File: src/rtl/codix_risc_ca_core_main_id_issue_ctrl.sv
// ID-stage issue controller: 2-entry fetch queue feeding the decoder, with
// multi-cycle/branch sequencing. Optional issue counter: CODIX_ID_ISSUE_PERF_CNT_EN.
module codix_risc_ca_core_main_id_issue_ctrl #(
  parameter int unsigned INSTR_W = 12,
  parameter logic [3:0]  MUL_OPC = 4'hF,
  parameter logic [3:0]  BR_OPC  = 4'hE,
  parameter int unsigned MUL_LAT = 4
) (
  input  logic               CLK,
  input  logic               RST,
  input  logic               if_valid,
  input  logic [INSTR_W-1:0] if_instr,
  output logic               if_ready,
  input  logic               flush,
  input  logic               ex_stall,
  output logic               ACT,
  output logic [INSTR_W-1:0] id_instr_Q0,
  output logic               busy
`ifdef CODIX_ID_ISSUE_PERF_CNT_EN
  ,
  output logic [15:0]        issued_cnt
`endif
);

  typedef enum logic [1:0] {IDLE, ISSUE, MULTI, BUBBLE} state_t;

  localparam logic [2:0] MULTI_INIT = 3'(MUL_LAT - 2);

  state_t             state, state_nxt;
  logic [2:0]         cnt, cnt_nxt;
  logic               issue;
  logic [INSTR_W-1:0] q_mem [2];
  logic               q_rd, q_wr;
  logic [1:0]         q_cnt;
  logic               q_empty, push, pop;
  logic [3:0]         opc;

  assign q_empty  = (q_cnt == 2'd0);
  assign if_ready = (q_cnt < 2'd2);
  assign ACT      = (state == ISSUE);
  assign busy     = !q_empty || (state != IDLE);
  assign opc      = id_instr_Q0[INSTR_W-1 -: 4];
  assign push     = if_valid && if_ready && !flush;
  assign pop      = issue && !flush;

  always_comb begin
    state_nxt = state;
    cnt_nxt   = cnt;
    issue     = 1'b0;
    if (!ex_stall) begin
      case (state)
        IDLE, BUBBLE: begin
          if (!q_empty) issue = 1'b1;
          else          state_nxt = IDLE;
        end
        ISSUE: begin
          if (opc == MUL_OPC) begin
            state_nxt = MULTI;
            cnt_nxt   = MULTI_INIT;
          end else if (opc == BR_OPC) begin
            state_nxt = BUBBLE;
          end else if (!q_empty) begin
            issue = 1'b1;
          end else begin
            state_nxt = IDLE;
          end
        end
        MULTI: begin
          if (cnt != 3'd0)   cnt_nxt = cnt - 3'd1;
          else if (!q_empty) issue = 1'b1;
          else               state_nxt = IDLE;
        end
        default: state_nxt = IDLE;
      endcase
    end
    if (issue) state_nxt = ISSUE;
  end

  // Flush overrides the next-state logic but leaves id_instr_Q0 untouched.
  always_ff @(posedge CLK or negedge RST) begin
    if (!RST) begin
      state       <= IDLE;
      cnt         <= '0;
      id_instr_Q0 <= '0;
    end else if (flush) begin
      state <= IDLE;
      cnt   <= '0;
    end else begin
      state <= state_nxt;
      cnt   <= cnt_nxt;
      if (issue) id_instr_Q0 <= q_mem[q_rd];
    end
  end

  always_ff @(posedge CLK or negedge RST) begin
    if (!RST) begin
      q_mem <= '{default: '0};
      q_rd  <= 1'b0;
      q_wr  <= 1'b0;
      q_cnt <= '0;
    end else if (flush) begin
      q_rd  <= 1'b0;
      q_wr  <= 1'b0;
      q_cnt <= '0;
    end else begin
      if (push) begin
        q_mem[q_wr] <= if_instr;
        q_wr        <= ~q_wr;
      end
      if (pop) q_rd <= ~q_rd;
      q_cnt <= q_cnt + {1'b0, push} - {1'b0, pop};
    end
  end

`ifdef CODIX_ID_ISSUE_PERF_CNT_EN
  always_ff @(posedge CLK or negedge RST) begin
    if (!RST)                           issued_cnt <= '0;
    else if (pop && issued_cnt != '1)   issued_cnt <= issued_cnt + 16'd1;
  end
`endif

endmodule

File: config.mk
export PLATFORM = sky130hd
export DESIGN_NAME = codix_risc_ca_core_main_id_issue_ctrl
export DESIGN_NICKNAME = d
export VERILOG_FILES = /design/src/rtl/codix_risc_ca_core_main_id_issue_ctrl.sv
export SDC_FILE = /design/constraint.sdc
export NUM_CORES = 1
export LEC_CHECK = 0
export ABC_AREA = 0
export CORE_MARGIN = 2
export CORE_UTILIZATION = 48
export CTS_CLUSTER_SIZE = 16
export DETAILED_ROUTE_END_ITERATION = 10
export GPL_TIMING_DRIVEN = 0
export PLACE_DENSITY = 0.75
export SETUP_SLACK_MARGIN = 0.4
export SLEW_MARGIN = 20
export SYNTH_ARGS = -nofsm -noshare
export SYNTH_HDL_FRONTEND = slang
export SYNTH_SLANG_ARGS = --single-unit
File: constraint.sdc
create_clock -name CLK -period 2.35 [get_ports CLK]
set_input_delay 0.47 -clock CLK [delete_from_list [all_inputs] [get_ports CLK]]
set_output_delay 0.47 -clock CLK [all_outputs]
set_load 0.01 [all_outputs]
==> results.py <==
metrics = {
    "run_status": {
        "status": "finished, violations left",
        "violations": "setup timing",
    },
    "critical_path": {
        "path_class": "reg -> reg",
        "regToRegEndpoint": "q_cnt[0]$_DFF_PN0_",
        "r2r-start": "cnt[0]$_DFFE_PN0P_",
        "timing.critical_path.mode_cell": "ha_4",
        "critPathCaptureType": "flip-flop",
        "rrSetupSlack_ps": -20,
        "path_buf_inv": 5,
        "cpPeakStageDelay_ps": 490,
        "critPathArrivalTime_ps": 2540,
        "critPathMaxFanout": 2,
        "cpMaxStageDelayCell": "or4_4",
        "startpoint_type": "flip-flop",
        "reg2regPathDepth": 13,
        "required_ps": 2520,
        "cpLargestDelayFamily": "simple AND/OR/NAND/NOR gates",
        "worstPathCellList": "inv_2, ha_4, ha_4, and2_4, a211oi_4, or4_4, buf_6, buf_12, clkinv_4, ha_4, inv_4, ha_4, nor2b_4",
    },
    "flow_run": {
        "drv_cap": 0,
    },
    "floorplanning": {
        "die-area_sq_um": 5040,
        "design.core.area_sq_um": 4350,
        "ios": 32,
        "rows": 24,
        "die_h_microns": 71.0,
        "initial_utilization_pct": 49.5,
        "die_x_microns": 71.0,
    },
    "synthesis": {
        "ys_seq_area_share_pct": 52.2,
        "synth_flop_cell": "dfrtp_1",
        "avgSynthCellArea_sq_um": 13.4,
        "syn-num-nets": 185,
        "ys_warn_count": 0,
        "syn_area_sq_um": 2160,
        "postSynthCellCount": 161,
        "synth_edf_count": 0,
        "asyncSetResetFlopFracSynth_pct": 100,
        "ys_ff_latch": 45,
        "synth_cell_type_count": 30,
    },
    "clock_network": {
        "clk_pin_slew_worst_paths_ps": 80,
        "clock_sinks": 45,
        "clk_latency_ps": 290,
        "cts_tree": "done",
        "cts_hold_buffers": 0,
        "h-tree-depth": 2,
        "cts.path.max_buffers": 2,
        "numCtsBuffers": 5,
        "cts-root-buf": "clkbuf_8",
    },
    "grt": {
        "met3_usage_pct": 3.85,
        "grt_util_met1_pct": 22.5,
        "grt_use_met2_pct": 34.5,
        "grt_pass1_vias": 1582,
        "grt_max_degree": 25,
        "grt_util_all_layers_pct": 19.2,
        "antenna_found_initial": 0,
        "overflow": 0,
        "grt_pass1_wl_microns": 7420,
        "gr-max-usage-layer": "met2",
    },
    "route": {
        "avgViaCountPerCell": 5.46,
        "vias": 1453,
        "wl_microns": 4500,
        "initialDrtViolationCount": 48,
        "drc": 0,
        "first_pass_iters": 4,
        "drtAntennaViolNets": 0,
        "wire_per_inst_microns": 16.9,
    },
    "power_and_ir_drop": {
        "p_leak_nw": 1.25,
        "power_density_nw_per_um2": 934,
        "irDropWorstVdd_mv": 0.559,
    },
    "cells_and_area": {
        "ff_latch_area_sq_um": 1130,
        "area_growth_pct": 36.2,
        "fin_util_pct": 67.4,
        "multi_input_area_sq_um": 1100,
        "stdcell_count": 266,
        "n_antenna_cell": 0,
        "fin_nets": 238,
        "design_area_sq_um": 2940,
        "fill_cells": 303,
        "drive_gt1_share_pct": 46.3,
    },
    "place": {
        "place_ws_ps": -359,
        "port_buffers": 31,
        "hpwlAfterDp_microns": 3050,
        "dp_cells": 245,
        "dpl-instance-area_sq_um": 2590,
        "gp_congestion": 0.880,
    },
    "timing": {
        "rsz0062_at_grt": "true",
        "slew-limit-headroom_pct": 61.7,
        "hold_viol_final": 0,
        "fin_crit_ps": 2370,
        "fmax_mhz": 422,
        "fin_skew_ps": 9.79,
        "setup_viol": 2,
        "slew_violations": 0,
        "fin_crit_sh_pct": 101,
        "hold_ws_ps": 149,
        "setup_ws_ps": -18.4,
        "tightest_slew_ps": 575,
    },
    "hold_path": {
        "hold_path.class": "in -> async",
    },
}
## cell usage after synthesis, drive strengths merged, types with 2 or more instances
master / instances / share of area [%]
a311oi: 2 / 0.81
ha: 7 / 4.1
dfrtp: 45 / 52
o31ai: 3 / 1.0
nand4: 2 / 0.58
nor2b: 2 / 0.58
a2111oi: 2 / 1.1
clkbuf: 2 / 0.35
nand2b: 2 / 0.58
a21oi: 4 / 0.93
inv: 11 / 1.9
xnor2: 2 / 0.81
or4: 2 / 0.70
o211ai: 2 / 0.70
nor2: 9 / 1.6
nand3: 2 / 0.46
buf: 5 / 1.6
mux2: 49 / 27
## cells in the final DEF, fill, tap and decap left out, types with 2 or more instances in the layout
master / instances
buf_6: 5
nor2_4: 3
inv_2: 5
a21oi_1: 4
nor2_1: 6
nand2b_1: 2
mux2_4: 11
mux2_2: 38
nand3_1: 2
clkbuf_1: 3
nand4_1: 2
inv_1: 4
buf_4: 13
o211ai_1: 2
clkbuf_8: 6
clkdlybuf4s50_1: 28
dlygate4sd2_1: 2
o31ai_1: 3
dfrtp_1: 45
ha_4: 6
a311oi_1: 2
## area by class of cell
class / count / share of cell area [%]
inverter: 11 / 1.66
timing repair buffer: 46 / 15.0
sequential: 45 / 38.3
clock buffer: 7 / 2.94
tap: 52 / 2.22
buffer: 7 / 2.47
multi-input combinational: 98 / 37.4
## how the worst max path moves through the flow
stage,startpoint,to,depth (start not counted)
3_3_place_gp,ex_stall,q_cnt[0]$_DFF_PN0_,9
4_1_cts,cnt[1]$_DFFE_PN0P_,q_cnt[0]$_DFF_PN0_,13
5_1_grt,cnt[0]$_DFFE_PN0P_,q_cnt[1]$_DFF_PN0_,14
6_report,cnt[0]$_DFFE_PN0P_,q_cnt[0]$_DFF_PN0_,13
2_1_floorplan,state[0]$_DFFE_PN0P_,q_cnt[0]$_DFF_PN0_,13
3_5_place_dp,ex_stall,q_cnt[0]$_DFF_PN0_,9
## repair_timing
action | in CTS | in global routing
gates resized for setup | 29 | 8
gates cloned | 0 | 0
setup endpoints to repair | 37 | 36
setup buffers | 12 | 2
pin swaps | 7 | 8
## metal layers
metal / vias up / wire [microns]
met4: 0 / 55
met5: - / 0
li1: 680 / -
met1: 735 / 1870
met2: 34 / 2400
met3: 4 / 178
## sequential cells by signal, summed over array words and instances, names as in the netlist
name and cells:
q_mem 24, q_rd 1, q_cnt 2, cnt 3, state 2, q_wr 1
id_instr_Q0 12
## cells by family (layout without fill, tap and decap cells)
logic type,count (synthesis),count (layout),share of synthesized area (%)
muxes,49,49,27.2
AOI/OAI and AO/OA,16,16,5.80
buffers and inverters,18,71,3.83
adders and majority gates,7,7,4.06
DFF,45,45,52.2
xor gates and xnor gates,3,3,1.22
and+or+nand+nor,23,23,5.69
## through the flow
step | setup TNS (ps) | power, mW
after global placement | -12290 | 2.13
after detailed placement | -701 | 2.19
after CTS | -152 | 2.75
after floorplan | -29.3 | 1.78
after global routing | -193 | 2.92
final | -28.3 | 2.74
## power breakdown
| group | switching [mW] | internal [mW] | total, mW |
|---|---|---|---|
| Sequential | 0.199 | 1.06 | 1.26 |
| Clock | 0.230 | 0.233 | 0.463 |
| Combinational | 0.350 | 0.667 | 1.02 |
(Power assumes the default switching activity.)
